`src/rtl/pps_sync_tick_gen.sv`:
```
// Tick generator for the common time base: free-running divider whose phase is
// disciplined to an external 1 PPS input through an UNLOCKED/ACQUIRE/LOCKED/HOLDOVER lock machine.
`timescale 1ns/1ps
module pps_sync_tick_gen #(
    parameter int unsigned DIV           = 100000,
    parameter int unsigned TICKS_PER_SEC = 1000,
    parameter int unsigned PPS_TOL       = 100,
    parameter int unsigned LOCK_COUNT    = 3,
    parameter int unsigned HOLDOVER_CLKS = 300000000
) (
    input  logic        clk,
    input  logic        rst_n,
    input  logic        pps_in,
    output logic        sync_signal,
    output logic [1:0]  state,
    output logic        locked,
    output logic [31:0] last_interval,
    output logic [15:0] pps_err_cnt
);

    localparam int unsigned DW       = $clog2(DIV);
    localparam int unsigned GW       = $clog2(LOCK_COUNT + 1);
    localparam logic [DW-1:0] DIV_LAST = DW'(DIV - 1);
    localparam logic [31:0] NOM      = DIV * TICKS_PER_SEC;
    localparam logic [31:0] NOM_LO   = NOM - PPS_TOL;
    localparam logic [31:0] NOM_HI   = NOM + PPS_TOL;
    localparam logic [31:0] TMO_CNT  = NOM_HI + 32'd1;
    localparam logic [31:0] HOLD_CNT = HOLDOVER_CLKS;
    localparam logic [GW-1:0] GOOD_LAST = GW'(LOCK_COUNT - 1);

    typedef enum logic [1:0] {
        ST_UNLOCKED = 2'd0,
        ST_ACQUIRE  = 2'd1,
        ST_LOCKED   = 2'd2,
        ST_HOLDOVER = 2'd3
    } state_t;

    state_t          st_q, st_d;
    logic            s1, s2, s2_d;
    logic            pps_rise;
    logic [DW-1:0]   div_cnt;
    logic [31:0]     interval_cnt;
    logic [GW-1:0]   good_cnt;
    logic            seen_rise;
    logic            in_window, timed_out;
    logic            accept, err_inc, good_clr, good_inc;

    assign pps_rise  = s2 & ~s2_d;
    assign in_window = (interval_cnt >= NOM_LO) && (interval_cnt <= NOM_HI);
    // >= rather than == so a late rise ignored exactly at the limit cannot strand LOCKED
    assign timed_out = (interval_cnt >= TMO_CNT);

    assign state  = st_q;
    assign locked = (st_q == ST_LOCKED);

    always_ff @(posedge clk or negedge rst_n) begin
        if (!rst_n) begin
            st_q <= ST_UNLOCKED;
        end else begin
            st_q <= st_d;
        end
    end

    always_comb begin
        st_d     = st_q;
        accept   = 1'b0;
        err_inc  = 1'b0;
        good_clr = 1'b0;
        good_inc = 1'b0;
        case (st_q)
            ST_UNLOCKED: begin
                if (pps_rise) begin
                    accept   = 1'b1;
                    good_clr = 1'b1;
                    st_d     = ST_ACQUIRE;
                end
            end
            ST_ACQUIRE: begin
                if (pps_rise) begin
                    accept = 1'b1;
                    if (in_window) begin
                        good_inc = 1'b1;
                        if (good_cnt == GOOD_LAST) st_d = ST_LOCKED;
                    end else begin
                        good_clr = 1'b1;
                        err_inc  = 1'b1;
                    end
                end else if (timed_out) begin
                    st_d = ST_UNLOCKED;
                end
            end
            ST_LOCKED: begin
                if (pps_rise) begin
                    // early rises are treated as glitches: counted, never followed
                    if (in_window) accept  = 1'b1;
                    else           err_inc = 1'b1;
                end else if (timed_out) begin
                    err_inc = 1'b1;
                    st_d    = ST_HOLDOVER;
                end
            end
            ST_HOLDOVER: begin
                if (pps_rise) begin
                    accept   = 1'b1;
                    good_clr = 1'b1;
                    st_d     = ST_ACQUIRE;
                end else if (interval_cnt >= HOLD_CNT) begin
                    st_d = ST_UNLOCKED;
                end
            end
            default: st_d = ST_UNLOCKED;
        endcase
    end

    always_ff @(posedge clk or negedge rst_n) begin
        if (!rst_n) begin
            s1            <= 1'b0;
            s2            <= 1'b0;
            s2_d          <= 1'b0;
            div_cnt       <= '0;
            sync_signal   <= 1'b0;
            interval_cnt  <= '0;
            last_interval <= '0;
            good_cnt      <= '0;
            seen_rise     <= 1'b0;
            pps_err_cnt   <= '0;
        end else begin
            s1   <= pps_in;
            s2   <= s1;
            s2_d <= s2;

            // a realign landing on terminal count is the same single pulse
            if (accept || (div_cnt == DIV_LAST)) begin
                div_cnt     <= '0;
                sync_signal <= 1'b1;
            end else begin
                div_cnt     <= div_cnt + 1'b1;
                sync_signal <= 1'b0;
            end

            if (accept) begin
                interval_cnt <= 32'd1;
            end else if (interval_cnt != '1) begin
                interval_cnt <= interval_cnt + 32'd1;
            end

            if (pps_rise) begin
                last_interval <= seen_rise ? interval_cnt : 32'd0;
                seen_rise     <= 1'b1;
            end

            if (good_clr) begin
                good_cnt <= '0;
            end else if (good_inc) begin
                good_cnt <= good_cnt + 1'b1;
            end

            if (err_inc && (pps_err_cnt != 16'hFFFF)) begin
                pps_err_cnt <= pps_err_cnt + 16'd1;
            end
        end
    end

endmodule

```
`config.mk`:
```
export PLATFORM = sky130hd
export DESIGN_NAME = pps_sync_tick_gen
export DESIGN_NICKNAME = d
export VERILOG_FILES = /design/src/rtl/pps_sync_tick_gen.sv
export SDC_FILE = /design/constraint.sdc
export NUM_CORES = 1
export LEC_CHECK = 0
export ABC_AREA = 1
export CORE_MARGIN = 2
export CORE_UTILIZATION = 50
export CTS_BUF_LIST = sky130_fd_sc_hd__clkbuf_4
export CTS_CLUSTER_DIAMETER = 150
export DETAILED_ROUTE_END_ITERATION = 8
export GPL_TIMING_DRIVEN = 0
export PLACE_DENSITY_LB_ADDON = 0.05
export SYNTH_ARGS = -nofsm -noshare
export SYNTH_HDL_FRONTEND = slang
export SYNTH_SLANG_ARGS = --single-unit
```
`constraint.sdc`:
```
create_clock -name clk -period 2.5 [get_ports clk]
set_input_delay 0.5 -clock clk [delete_from_list [all_inputs] [get_ports clk]]
set_output_delay 0.5 -clock clk [all_outputs]
set_load 0.1 [all_outputs]
```
==> impl_results.md <==
* Final setup fails at 0
* Worst-skew pair later-pin latency at 520 ps
* Dominant cell by count in the synthesized netlist: nand2_1
* Synth Instances at 747
* Tmin final at 2370 ps
* CTS tree: done
* Tcrit/Tclk final at 0.950
* Crit path DAT at 1870 ps
* Critical path cell sequence: dlygate4sd2_1
* RSZ-0062 raised after global routing: false
* Critical path class: register to output pin
* Cell area power density at 640 nW/um2
* Synth area leaders: dfrtp_1 (44%), nand2_1 (11%), nor2_1 (5.6%)
* Final WL at 15.2 mm
* Cell Area, Placed at 6750 um2
* Commonest cells in the netlist: nand2_1 (181), dfrtp_1 (106), nor2_1 (89)
* IO Port Bufs at 54
* Total GRT Usage at 0.253
* Worst path depth at 1
* Layout fillers at 1090
* First-pass iteration count of the detailed router at 5
* Fmax at 421 MHz
* Measured slew at the worst slew-check pin at 965 ps
* Die Height at 114 um
* Final #Nets at 829
* Reg clk slew, reported paths at 180 ps
* Largest area contributor in the netlist: dfrtp_1
* Initial antenna violation count at 0
* Global-route wire length before repair at 25.7 mm
* Hold Fails Final Rpt at 0
* Max-slew violation count at 0
* Synth-to-Final Area Change at 13.9%
* Worst setup SP type: register
* Synth top area share at 0.442
* Via/cell ratio at 5.39
* Worst-path fanout max at 6
* CP top delay family: buffers and inverters
* Initial Utilization at 0.518
* Critical Path Max Stage Delay at 890 ps
* R2r setup slk at 220 ps
* Chip width at 114 um
* Sequential element share of the synthesized area at 0.442
* VDD IR max at 0.599 mV
* DRC viols at 0
* IO Count at 55
* Routed vias at 5183
* DP Wirelength at 11.5 mm
* Mapped Area at 6000 um2
* GPL Wtd Cong at 0.939
* Critical-path top delay cell: dlygate4sd2_1
* DR iter-0 viols at 376
* Synthesized area per cell at 8.03 um2
* Status: finished clean
* CP Launch Point: pps_err_cnt[2]
* Pin count of the biggest net entering global routing at 73
* CTS Root Cell: clkbuf_4
* Area of the multi-input gates at 2900 um2
* Rel. slew slack at 0.359
* Register area at 2660 um2
* Final Cell Area at 6830 um2
* WL/cell at 15.8 um
* Post-Synth Adder-Cell Area at 0.0250
* Library cells used by synthesis at 41
* Number of synthesized register bits at 106
* Worst setup endpoint: pps_err_cnt[2]
* Worst reg2reg endpoint: interval_cnt[19]
* Mux contribution to synthesized area at 0
* Num CTS Buffers at 9
* Reg2reg start: interval_cnt[10]
* Syn_nets at 762
* Synth Area in XOR/XNOR at 0.0599
* Worst Hold Class: register to register
* Req. time, crit path at 2000 ps
* Die footprint at 12900 um2
* Cells on worst reg2reg path at 13
* Diodes inserted at 0
* # rows at 39
* Async set-reset flop share out of synthesis at 1.00
* Setup crit end kind: output pin
* CTS Sinks at 106
* Ys flop type: dfrtp_1
* Largest family of logic cells by synthesized area: simple AND/OR/NAND/NOR gates
* CP bufs+invs at 1
* Simple-gate share of the synthesized area at 0.327
* Non-filler instance count after layout at 962
* Grt ovf at 0
* Total of max-cap violations at 0
* Number of global-route vias before repair at 5156
* Clk_skew at 32.1 ps
* Cell leakage power at 0.00338 uW
* Share of cells above drive strength 1 at 0.0891
* CTS H-tree lvls at 3
* Routed Antenna Nets at 0
* Count of flip-flops with a built-in enable after synthesis at 0
* Area of the core at 11600 um2
* Placed Cells at 945
* Compound-Gate Fraction of Synth Area at 0.0674
* Yosys Warn Count at 0
* Clk buf depth at 2
-- cells by family after synthesis --
logic type,count (synthesis)
simple gates,422
buf+inv,106
flops,106
compound gates,60
xor+xnor,41
fa+ha+maj,12
-- cell usage in the layout, fill, tap and decap left out, drive strengths merged, types with 24 or more instances in the layout --
cell	netlist	final
dfrtp	106	106
nand3	49	49
dlygate4sd2	0	50
nor3	31	31
inv	82	84
o31ai	24	24
nor2	96	96
xor2	36	36
nand2	193	193
nand4	34	34
-- flip-flops by register name, summed over array words and instances, names as in the netlist, named ones only --
name and flops:
s1 1, s2 1, last_interval 32, div_cnt 17
state 1, pps_err_cnt 16, seen_rise 1, good_cnt 2
sync_signal 1, s2_d 1, interval_cnt 32
-- worst min path at each step --
stage           start   endpoint  slack, ps  cells past startpoint
6_report           s1         s2        380                      0
5_1_grt        pps_in         s1        380                      1
2_1_floorplan   rst_n  async pin        200                      0
3_3_place_gp       s1         s2        340                      0
3_5_place_dp       s1         s2        340                      0
4_1_cts        pps_in         s1        370                      1
-- timing repair --
item	CTS	global route
endpoints found under the hold margin	34	0
gates resized for setup	54	10
setup endpoints to repair	52	25
hold buffers	1	0
buffers inserted	0	0
-- final cells by class --
| class | instances | share of cell area |
|---|---|---|
| buffer | 21 | 0.0216 |
| clock buffer | 9 | 0.00990 |
| clock inverter | 7 | 0.00770 |
| inverter | 85 | 0.0467 |
| multi-input combinational | 535 | 0.425 |
| sequential | 106 | 0.389 |
| tap | 143 | 0.0262 |
| timing repair buffer | 56 | 0.0737 |
-- power breakdown --
part	leakage (uW)	internal, uW	total, uW	switching, uW
registers	0.00144	1840	1980	141
logic	0.00188	406	1550	1140
clock network	0.0000619	211	837	627
total	0.00338	2460	4370	1910
-- metrics by stage --
step | hold WS, ps | utilization | setup TNS, ps | power (uW) | setup slack, ps
after floorplan | 204 | - | 0 | 3210 | 46.0
after global placement | 337 | 0.581 | -331730 | 3580 | -3530
after detailed placement | 340 | 0.583 | 0 | 3610 | 23.6
after CTS | 368 | 0.589 | 0 | 4400 | 2.43
after global routing | 379 | 0.590 | 0 | 4600 | 6.40
final | 377 | 0.590 | 0 | 4370 | 126
-- routing by layer --
layer	GRT usage	up-vias	wire, um
met5	0	-	0
met4	0.0756	0	222
met3	0.0446	21	680
met2	0.402	127	6950
met1	0.359	2456	7350
li1	-	2579	-
No activity file was read; power rests on OpenSTA's default activity.
